[config.mk]
export PLATFORM = sky130hd
export DESIGN_NAME = if_id_fetch_stage
export DESIGN_NICKNAME = d
export VERILOG_FILES = /design/src/rtl/if_id_fetch_stage.sv
export SDC_FILE = /design/constraint.sdc
export NUM_CORES = 1
export LEC_CHECK = 0
export ABC_AREA = 0
export CAP_MARGIN = 10
export CORE_MARGIN = 5
export CORE_UTILIZATION = 50
export CTS_BUF_LIST = sky130_fd_sc_hd__clkbuf_16
export CTS_CLUSTER_SIZE = 28
export DETAILED_ROUTE_END_ITERATION = 16
export HOLD_SLACK_MARGIN = 0.03
export PLACE_DENSITY = 0.85
export RECOVER_POWER = 50
export SLEW_MARGIN = 25
export SYNTH_ARGS = -nofsm -noshare
export SYNTH_HDL_FRONTEND = slang
export SYNTH_SLANG_ARGS = --single-unit
[constraint.sdc]
create_clock -name clk -period 4 [get_ports clk]
set_clock_uncertainty 0.1 [all_clocks]
set_input_delay 0.6 -clock clk [delete_from_list [all_inputs] [get_ports clk]]
set_output_delay 0.6 -clock clk [all_outputs]
set_load 0.02 [all_outputs]
[src/rtl/if_id_fetch_stage.sv]
// -----------------------------------------------------------------------------
// if_id_fetch_stage
//
// This module is the fetch stage of the 5-stage pipeline together with the
// IF/ID pipeline register.
//   - It holds the PC and drives the instruction-memory address directly from
//     the PC register.
//   - It latches the fetched word and its PC+4 into IF/ID.
//   - A taken branch from the ID-stage compare loads branch_target into the PC
//     and squashes the wrong-path fetch. There is no delay slot.
//   - A hazard-unit stall freezes the PC and IF/ID. During a stall the branch
//     decision is ignored, because the compare operands are not ready yet.
//   - Two saturating counters record applied redirects and stalled cycles.
//
// Ports
//   clk            in   pipeline clock; all state updates on the rising edge
//   rst            in   synchronous active-high reset (overrides everything)
//   stall          in   hold PC and IF/ID this cycle
//   pc_src         in   branch taken (from the ID-stage compare)
//   branch_target  in   32-bit redirect address computed in ID
//   imem_rdata     in   32-bit instruction word, a same-cycle read of imem_addr
//   imem_addr      out  current PC (no added latency)
//   if_id_instr    out  registered instruction presented to ID
//   if_id_pc_plus4 out  registered PC+4 of that instruction
//   if_id_valid    out  1 = real instruction, 0 = bubble
//   taken_count    out  saturating count of applied branch redirects
//   stall_count    out  saturating count of stalled cycles
// -----------------------------------------------------------------------------
module if_id_fetch_stage #(
    parameter logic [31:0] RESET_PC  = 32'h0000_0000,
    parameter logic [31:0] NOP_INSTR = 32'h0000_0000,
    parameter int          CNT_WIDTH = 16
) (
    input  logic                 clk,
    input  logic                 rst,
    input  logic                 stall,
    input  logic                 pc_src,
    input  logic [31:0]          branch_target,
    input  logic [31:0]          imem_rdata,
    output logic [31:0]          imem_addr,
    output logic [31:0]          if_id_instr,
    output logic [31:0]          if_id_pc_plus4,
    output logic                 if_id_valid,
    output logic [CNT_WIDTH-1:0] taken_count,
    output logic [CNT_WIDTH-1:0] stall_count
);

    localparam logic [CNT_WIDTH-1:0] CNT_MAX = {CNT_WIDTH{1'b1}};
    localparam logic [CNT_WIDTH-1:0] CNT_ONE = CNT_WIDTH'(1);

    // Architectural state (_q) and its next-state values (_d).
    logic [31:0]          pc_q,          pc_d;
    logic [31:0]          instr_q,       instr_d;
    logic [31:0]          pc_plus4_q,    pc_plus4_d;
    logic                 valid_q,       valid_d;
    logic [CNT_WIDTH-1:0] taken_cnt_q,   taken_cnt_d;
    logic [CNT_WIDTH-1:0] stall_cnt_q,   stall_cnt_d;

    // Sequential PC increment. The addition is modulo 2^32, so 32'hFFFF_FFFC
    // wraps to 0. The low two bits pass through untouched, since no alignment
    // is enforced.
    logic [31:0] pc_plus4;
    assign pc_plus4 = pc_q + 32'd4;

    // ------------------------------------------------------------------------
    // Next-state logic
    // Priority: stall > taken branch > sequential fetch.
    // ------------------------------------------------------------------------
    always_comb begin
        // NOTE: every signal gets its hold value first, so that no path through
        // the branches below can leave one unassigned and infer a latch.
        pc_d        = pc_q;
        instr_d     = instr_q;
        pc_plus4_d  = pc_plus4_q;
        valid_d     = valid_q;
        taken_cnt_d = taken_cnt_q;
        stall_cnt_d = stall_cnt_q;

        if (stall) begin
            // Freeze everything. pc_src is deliberately not looked at here,
            // because the compare result is invalid while operands are pending.
            if (stall_cnt_q != CNT_MAX) begin
                stall_cnt_d = stall_cnt_q + CNT_ONE;
            end
        end else if (pc_src) begin
            // Redirect and drop the wrong-path word that is being fetched this
            // cycle.
            pc_d       = branch_target;
            instr_d    = NOP_INSTR;
            pc_plus4_d = 32'h0;
            valid_d    = 1'b0;
            if (taken_cnt_q != CNT_MAX) begin
                taken_cnt_d = taken_cnt_q + CNT_ONE;
            end
        end else begin
            pc_d       = pc_plus4;
            instr_d    = imem_rdata;
            pc_plus4_d = pc_plus4;
            valid_d    = 1'b1;
        end
    end

    // ------------------------------------------------------------------------
    // State registers (synchronous reset)
    // ------------------------------------------------------------------------
    always_ff @(posedge clk) begin
        // NOTE: non-blocking assignments keep every register reading the
        // pre-edge values, independent of statement order.
        if (rst) begin
            pc_q        <= RESET_PC;
            instr_q     <= NOP_INSTR;
            pc_plus4_q  <= 32'h0;
            valid_q     <= 1'b0;
            taken_cnt_q <= '0;
            stall_cnt_q <= '0;
        end else begin
            pc_q        <= pc_d;
            instr_q     <= instr_d;
            pc_plus4_q  <= pc_plus4_d;
            valid_q     <= valid_d;
            taken_cnt_q <= taken_cnt_d;
            stall_cnt_q <= stall_cnt_d;
        end
    end

    // Every output comes straight from a register. There is no combinational
    // path from stall or pc_src.
    assign imem_addr      = pc_q;
    assign if_id_instr    = instr_q;
    assign if_id_pc_plus4 = pc_plus4_q;
    assign if_id_valid    = valid_q;
    assign taken_count    = taken_cnt_q;
    assign stall_count    = stall_cnt_q;

endmodule

==> After elaboration in Yosys (flattened, before gate mapping) <==
Index checks and enable logic that the tools add are counted.
{ "op_classes": {"bitwise_logic": 1, "reduce_logical": 2, "n_mux": 4, "addsub": 3, "n_eq_ne": 2} }
{ "ops": {"columns": ["operator", "n"], "rows": [
  ["$mux W32", 3],
  ["$add A16 B1 Y16 const B", 2],
  ["$add A32 B3 Y32 const B", 1],
  ["$ne A16 B16 Y1 const B", 2],
  ["$reduce_and A3 Y1", 1],
  ["$reduce_and A2 Y1", 1],
  ["$mux W1", 1],
  ["$not A1 Y1", 1]
]} }
{ "word_totals": {"inputBits": 68, "elab_cells": 18, "regBits": 129} }

==> Logic depth before layout (Yosys ltp) <==
Gate-level depths: netlist (run 1).
{ "logic_depth": {"ltp_word": 2, "ltp_mapped": 8, "mapped_depth_nobuf": 6} }

==> Worst setup path before layout (run 1) <==
No wires, ideal clock.
{ "synth_timing": {"kind": "register -> register", "startpoint": "reg pc_q[5], in the netlist imem_addr[5]", "endpoint": "reg pc_q[27], in the netlist imem_addr[27]", "t_arrival_ns": 2.318, "setup_time_ns": 0.074, "path_stages_with_launch": 7, "t_required_ns": 3.826, "n_path_buf": 1, "period_less_slack_ns": 2.492, "setup_slack_ns": 1.508, "path_cell_list": "dfxtp_1 > buf_4 > nand3_2 > or4_4 > or4_4 > or4_1 > a31oi_1"} }
{ "synth_between": {"elab_chain_len": 2} }
{ "synth_rtl": {"columns": ["element", "line", "rtl"], "rows": [
  ["start, declared", "52", "logic [31:0] pc_q, pc_d;"],
  ["start signal, assigned", "117", "pc_q <= pc_d;"],
  ["$add A32 B3 Y32", "63", "assign pc_plus4 = pc_q + 32'd4;"],
  ["$mux W32", "85", "end else if (pc_src) begin"]
]} }
Every way passes these cells.
A chain may end at the register's enable or synchronous reset.

==> Final worst setup path (run 1) <==
{ "layout_timing": {"startpoint": "reg pc_q[4], in the netlist imem_addr[4]", "endpoint": "reg pc_q[27], in the netlist imem_addr[27]"} }
The elaborated chain is that of the path after synthesis.

==> summary by stage, run 1 <==
Outcome
The flow ran to the end, but the final reports show violations. The checks that failed: max-capacitance violations, max-slew violations.

Synthesis
Summed over all instances, the cell type with the most area after synthesis is sky130_fd_sc_hd__dfxtp_1. Sorting the synthesized cells by area gives the leading types as sky130_fd_sc_hd__dfxtp_1, sky130_fd_sc_hd__a22oi_1, sky130_fd_sc_hd__nor2_1, sky130_fd_sc_hd__xor2_1, sky130_fd_sc_hd__nand2_1. The most instantiated library cell after synthesis is sky130_fd_sc_hd__dfxtp_1.

Of the post-synthesis cell area, the dominant cell type holds 43.5%. The flip-flop and latch count after synthesis is 129. Synthesis instantiated between 50 and 60 different standard cells from the library. The number of warning messages in the yosys log is 0.

The sequential area share after synthesis is roughly 44%. The cell area after technology mapping is roughly 0.006 mm2. The dominant synthesized flop cell is sky130_fd_sc_hd__dfxtp_1. The cell count after synthesis came out at ~700. After synthesis, the share of flip-flops with an asynchronous set or reset is 0%.

Counting every net in the synthesized netlist gives 774. The average instance in the mapped netlist occupies 8.44 um2. The commonest cells after synthesis are sky130_fd_sc_hd__dfxtp_1, sky130_fd_sc_hd__nor2_1, sky130_fd_sc_hd__nand2_1. The number of enable-type register cells in the synthesized netlist is 0.

Placed design
Counting tap cells, the placed design contains a total of ~1000 instances. The placed instances occupy a cell area of a little under 0.008 mm2. During placement, the flow inserted port buffers numbering 196. The final weighted congestion in routability-driven placement is between 0.8 and 0.9.

The estimated wirelength of the detail-placed design is 13200 um. The post-placement worst setup slack is approximately 1.3 ns.

Setup path
STA classifies the critical path startpoint as a register. In this run the worst path has a maximum fanout of 11. Counting cells, the worst reg-to-reg path comes to 5.

The critical path goes through nand3_1 > or4_4 > or4_4 > or4_1 > a31oi_1. The required arrival time at the worst endpoint is approximately 4.3 ns. The critical path starts at imem_addr[4]$_SDFFE_PP0N_. The critical path arrival is roughly 3.0 ns. The critical-path cell with the highest stage delay is sky130_fd_sc_hd__or4_4. The largest single stage delay on the critical path is roughly 0.59 ns. The sort of element at the end of the critical path is a register. The type of the worst setup path is register to register.

The startpoint of the worst register-to-register path is imem_addr[4]$_SDFFE_PP0N_. The most frequent cell on the critical path is sky130_fd_sc_hd__or4_4. The register-to-register path setup slack is 1.21 ns.

Global routing
The global route total overflow is 0. Global routing consumed, over all layers together, around a quarter of the routing resources. The number of antenna violations at the first check in global routing came to 0.

The via count of the first global-routing pass is between 5000 and 6000. The global-route wire length before repair is 29900 um. Entering global routing, the biggest net connects 81 pins.

Clock network
The clock tree synthesis step divided the H-tree into 4 levels. The TritonCTS sink count is 129. The clock tree root buffer cell is sky130_fd_sc_hd__clkbuf_16.

TritonCTS built the clock tree. The number of setup buffers added after CTS is 0. No sink is reached through more buffers than the 2 on the longest clock path. The clock latency of the later-clocked register in the worst-skew pair is 0.42 ns. The clock slew seen by the registers of the worst setup and hold paths is ~0.060 ns. The number of buffers created by CTS is 17. The quantity of gates resized following cts is 0. For this design, the CTS-stage hold fixing added 0 buffers.

Pwr
Across the VDD grid, the largest voltage drop is between 0.2 and 0.3 mV. Power comes to approximately 3.2 mW. Dividing total power by cell area gives a power density of 383 mW/mm2. Summed over all cells, the static leakage comes to between 3 and 4 nW.

STA
The final-report setup violation count is 0. The time the final worst path needs with I/O delays and setup is between 2 and 3 ns. The number of hold violations in the final report was 0. Setup total negative slack on the finished layout was measured at 0 ns. Of the available clock period, the critical path in the final layout requires 69.8%. The worst max-slew margin expressed relative to the limit is -6.16%.

The minimum setup slack in the final design is approximately 1.2 ns. The number of pins with negative max-slew slack in the final report is just over 80. The maximum clock frequency is between 0.3 and 0.4 GHz.

Setup repair after global routing left no endpoint under its margin. The measured slew at the worst slew-check pin is approximately 1.6 ns. The worst hold margin is ~0.35 ns.

Floorplan
The total die area is approximately 0.014 mm2. The number of core rows is 39. The horizontal extent of the die is approximately 120 um. The total area inside the core boundary comes to approximately 0.012 mm2. The initial cell density of the core is approximately half. The I/O pin total is between 150 and 200.

The height of the die is around 120 um.

Finish
The fraction of layout instances using a drive strength above 1 is about 5.5%. The number of standard cells in the final layout excluding fillers is 1029. The area of all placed cells without fillers is between 0.008 and 0.009 mm2. The number of antenna cells inserted is 0. The count of filler cells inserted in the layout is slightly below 900.

The area growth from synthesis to final layout is 41.3%. Cells fill 72.8% of the core in the end. At the end of the flow, the number of nets in the layout was 944. The multi-input gate area in the final layout is between 0.003 and 0.004 mm2. The sequential standard cell area is roughly 0.0026 mm2.

Run
The max-capacitance violation count is 1.

Route
The total iterations of the first detailed-routing run is 5. The total number of vias is between 6000 and 7000. The overall routed net length is ~19000 um.

After detailed routing, the number of vias per cell comes to 5.85. The detailed router finished its first iteration with roughly 470 violations. After detailed routing, the average wire length per cell comes to 18.1 um. In the routed design, unresolved DRC markers number 0. Once detail routing completed, the nets flagged for antenna violations numbered 0.

Hold path
The worst hold path cell count is 2. The hold path startpoint is if_id_pc_plus4[25]$_SDFFE_PP0N_. The path class of the tightest hold or removal check is register to register.
[flip-flops by register name, indices dropped and copies added (netlist names)]
| signal | cells |
|---|---|
| stall_count | 16 |
| if_id_valid | 1 |
| if_id_pc_plus4 | 32 |
| imem_addr | 32 |
| taken_count | 16 |
| if_id_instr | 32 |
[critical path: cells and delay by family, from the launching register on]
kind	cells	cell delay, ns
flip-flops	1	0.55
AO/OA/AOI/OAI	1	0.17
AND/OR/NAND/NOR	4	1.90
[final cells by class]
type,count,share of cell area [%]
inverters,10,0.448
clock buffers,17,5.07
multi-input cells,513,36.1
well taps,143,2.13
repair buffers,202,23.8
flip-flops and latches,129,30.8
clock inverters,15,1.70
[worst paths after layout]
path | endpoint
setup reg to reg | imem_addr[27]$_SDFFE_PP0N_
setup / recovery | imem_addr[27]$_SDFFE_PP0N_
hold reg to reg | if_id_pc_plus4[25]$_SDFFE_PP0N_
hold / removal | if_id_pc_plus4[25]$_SDFFE_PP0N_
[cell families (layout without fill, tap and decap cells)]
group / Yosys count / after routing / synth area share (%)
mux: 3 / 3 / 0.506
compound gates: 178 / 178 / 19.6
fa+ha+maj: 3 / 3 / 0.633
buf+inv: 61 / 244 / 5.40
xor+xnor: 52 / 52 / 7.68
flops: 129 / 129 / 43.5
simple gates: 277 / 277 / 22.7
[routing by layer]
metal	global-route usage, %	wire, um
met3	10.2	1900
met1	30.6	7430
met5	0	0
met4	10.4	458
met2	41.7	8830
[where the power goes]
part           leakage (nW)  total, mW  switching, mW  internal, mW
Clock                 0.267       1.49          0.618         0.868
Combinational          1.91      0.353          0.186         0.167
Sequential             1.05       1.37         0.0504          1.32
[placed cells by master (no fill, tap or decap), drive strengths merged, types with 19 or more instances in the layout]
cell type      count
a21oi             33
o21ai             43
nor2              98
a22oi             50
xor2              34
inv               19
nand3             26
dfxtp            129
nand2             64
clkdlybuf4s50    103
dlygate4sd3       90
Power figures use the tool's default switching activity.
==> run 2: changes to the inputs <==
--- a/config.mk
+++ b/config.mk
@@ -8,12 +8,12 @@
 export ABC_AREA = 0
 export CAP_MARGIN = 10
 export CORE_MARGIN = 5
-export CORE_UTILIZATION = 50
+export CORE_UTILIZATION = 42
 export CTS_BUF_LIST = sky130_fd_sc_hd__clkbuf_16
 export CTS_CLUSTER_SIZE = 28
 export DETAILED_ROUTE_END_ITERATION = 16
 export HOLD_SLACK_MARGIN = 0.03
-export PLACE_DENSITY = 0.85
+export PLACE_DENSITY = 0.76
 export RECOVER_POWER = 50
 export SLEW_MARGIN = 25
 export SYNTH_ARGS = -nofsm -noshare
==> constraint.sdc (replaced) <==
create_clock -name clk -period 2.5 [get_ports clk]
set_clock_uncertainty 0.1 [all_clocks]
set_input_delay 0.375 -clock clk [delete_from_list [all_inputs] [get_ports clk]]
set_output_delay 0.375 -clock clk [all_outputs]
set_load 0.02 [all_outputs]
==> run 2 against run 1 <==
The run still ends with max-capacitance violations, max-slew violations left. Highest routed layer unchanged. Worst hold slack worse by 0.00080 ns. Register-to-register slack worse by 1.1 ns. Global-route usage is 3.9 points lower. Count of clock-buffer cells in the layout unchanged. Maximum frequency grew 15%. Cell area grew 2.5%. Via count rose by 0.12%. First-iteration DRC count grew 18%. Sequential power up 58%. Power is 58% higher.
==> summary by stage, run 2 (synthesized netlist as in run 1, its figures left out) <==
Clock network
The number of buffers inserted by hold repair at cts is 0. No sink is reached through more buffers than the 2 on the longest clock path. In this run the post-CTS setup repair buffer count came out at 0. Clock-pin slew was measured on the worst setup and hold paths at approximately 0.05 ns. The H-tree was split into 4 levels. The number of buffers created by CTS is 17. The clock tree root buffer cell is sky130_fd_sc_hd__clkbuf_16. The TritonCTS sink count is ~130.

The quantity of gates resized following cts is 0. The clock tree from TritonCTS is built. For the worst-skew pair, the clock arrives at the later sink with an insertion delay of approximately 0.42 ns.

STA
The final-layout setup total negative slack is 0 ns. The measured slew at the worst slew-check pin is between 1.5 and 2 ns. The maximum clock frequency is 0.413 GHz.

The tightest hold path in the finished design has a slack of around 0.35 ns. The number of pins with negative max-slew slack in the final report is 37. The number of hold violations in the final report is 0.

The time the final worst path needs with I/O delays and setup is 2.42 ns. Headroom to the max-slew limit came out at -7.10%. Setup repair after global routing left no endpoint under its margin. Setup violations remaining at the end of the flow were counted as 0. The ratio of final minimum period to clock period is a little over nine tenths.

Route
The antenna violation net count after detailed routing is 0. The total DRC errors in the routed layout is 0. Wires add up to roughly 18000 um. The detailed-route vias per instance is between 5 and 6. The detailed router placed around 6000 vias in this run. The detailed router finished its first iteration with around 560 violations. The total iterations of the first detailed-routing run is 5. Dividing the detail-routed wire length by the instance count gives 16.9 um.

Pwr
The internal power consumption is between 3 and 4 mW. The share of total power in sequential cells is a little over two fifths. The worst voltage drop across the vdd grid is roughly 0.4 mV.

Per report_power, the combinational group accounts for between 10% and 20% of the total. The leakage dissipation is 3.23 nW. The power density over the cells is approximately 590 mW/mm2. The net switching power figure is around 1.2 mW.

The clock network is responsible for approximately 45% of the overall power. The net switching share of the total power is about a quarter.

Hold path
The startpoint identified for the worst hold timing path is if_id_pc_plus4[17]$_SDFFE_PP0N_. The hold-critical path endpoint is if_id_pc_plus4[17]$_SDFFE_PP0N_. The path type of the worst min-delay path is register to register.

The worst hold path cell count is 2.

Setup path
The most frequent cell on the critical path is sky130_fd_sc_hd__or4_4. Of all nets on the critical path, the largest fanout is 6. In this run the critical register-to-register path is captured at imem_addr[27]$_SDFFE_PP0N_. The required arrival time at the worst endpoint is 2.74 ns. The worst setup path is of the register to register kind.

The family with the most delay on the worst path is simple AND/OR/NAND/NOR gates. The largest individual stage delay along the critical path comes from the cell sky130_fd_sc_hd__or4_4. The delay contributed by the slowest stage of the critical path is approximately 0.57 ns. The type of origin of the critical path is a register. The sort of element at the end of the critical path is a register. The length in cells of the worst reg-to-reg path is 5. For flop-to-flop paths, the worst setup slack is 0.08 ns. The critical path arrival is between 2 and 3 ns.

Walking the worst path, the cells encountered are nand4_1 > or4_4 > or4_4 > or4_1 > a31oi_1. The critical path contains buffers and inverters numbering 0 combined. The worst register-to-register path begins at imem_addr[12]$_SDFFE_PP0N_.

Finish
The area growth from synthesis to final layout is 44.9%. The count of filler cells inserted in the layout is 1216. In the final design database the tool counted between 900 and 1000 nets. The most common cell after layout, fill and taps aside is sky130_fd_sc_hd__clkdlybuf4s50_1. The fraction of layout instances using a drive strength above 1 is about 7%.

The repair_antennas step left the layout with diodes totalling 0. In the layout the commonest cells are sky130_fd_sc_hd__clkdlybuf4s50_1, sky130_fd_sc_hd__dfxtp_1, sky130_fd_sc_hd__nor2_1.

Outcome
The run finished, with violations left. The final reports fail on max-capacitance violations, max-slew violations.

Floorplan
The I/O pin total is about 200. The total die area is approximately 0.017 mm2. The initial cell density of the core is a little over two fifths. In this run the core area contains between 40 and 50 standard-cell rows. The floorplan step set the die width to ~130 um. The die is 129 um tall. The total area inside the core boundary comes to about 0.014 mm2.

Global routing
The pin count of the biggest net entering global routing is 59. The total global-route track usage is between 20 and 25%. The number of antenna violations at the first check in global routing is 0. The global-route wire length before repair is roughly 29000 um. The via count of the first global-routing pass is 5638. The global route total overflow is 0.

Placed design
During placement, the flow inserted port buffers numbering 196. Once detailed placement completed, the half-perimeter wirelength came to roughly 13000 um. The congestion estimate from routability-driven global placement came to just under 1.

Run
The tool flagged a number of max-cap violations equal to 1.
[run 2: changes by cell type in the layout (fill, tap and decap cells not counted), sizes merged]
cell / before / now
clkdlybuf4s50: 103 / 143
dlygate4sd3: 90 / 50
buf: 8 / 27
clkbuf: 18 / 26
clkinv: 1 / 8
inv: 19 / 13
clkinvlp: 4 / 0
bufinv: 1 / 2
[run 2: metrics by stage]
stage	power [mW]	area [um2]	setup slack (ns)	cells	util (%)
after floorplan	2.53	5930	0.00813	703	-
after global placement	2.84	8090	0.185	1061	58.3
after detailed placement	2.85	8090	0.118	1061	58.3
after CTS	5.13	8620	0.0879	1091	62.1
after global routing	5.25	8590	0.0117	1091	61.9
final	5.07	8590	0.0784	1091	61.9
[run 2: worst max path at each step]
stage                                           from                               to  depth (start not counted)
after CTS                 imem_addr[12]$_SDFFE_PP0N_       imem_addr[27]$_SDFFE_PP0N_                          5
final                     imem_addr[12]$_SDFFE_PP0N_       imem_addr[27]$_SDFFE_PP0N_                          5
after detailed placement  imem_addr[12]$_SDFFE_PP0N_       imem_addr[27]$_SDFFE_PP0N_                          5
after global routing       imem_addr[5]$_SDFFE_PP0N_  if_id_pc_plus4[29]$_SDFFE_PP0N_                          6
after floorplan            imem_addr[5]$_SDFFE_PP0N_       imem_addr[27]$_SDFFE_PP0N_                          6
after global placement    imem_addr[12]$_SDFFE_PP0N_       imem_addr[27]$_SDFFE_PP0N_                          5
[run 2: metal layers]
metal / wire length (um) / GRT usage, % / up-vias
met2: 8780 / 35.4 / 260
met1: 7470 / 27.2 / 2817
met3: 2000 / 8.09 / 22
met4: 232 / 6.73 / 0
li1: - / - / 2930
met5: 0 / 0 / -
[run 2: layout make-up]
type | instances | area [um2] | area share [%]
Inverter | 10 | 37.5 | 0.437
Multi-Input combinational cell | 513 | 3030 | 35.3
Timing Repair Buffer | 229 | 2190 | 25.4
Sequential cell | 129 | 2580 | 30.0
Tap cell | 180 | 225 | 2.62
Clock buffer | 17 | 425 | 4.95
Clock inverter | 13 | 106 | 1.24
[run 2: power by group through the flow]
stage	clock (mW)	sequential [mW]	combinational (mW)
global placement	0	2.21	0.626
global route	2.40	2.18	0.665
CTS	2.32	2.17	0.632
finish	2.27	2.17	0.619
detailed placement	0	2.22	0.629
floorplan	0	2.29	0.236
[run 2: worst min-delay path, stage by stage (launching register included)]
cell	delay (ns)
sky130_fd_sc_hd__dfxtp_1	0.32
sky130_fd_sc_hd__nand2_1	0.04
sky130_fd_sc_hd__o21ai_0	0.05
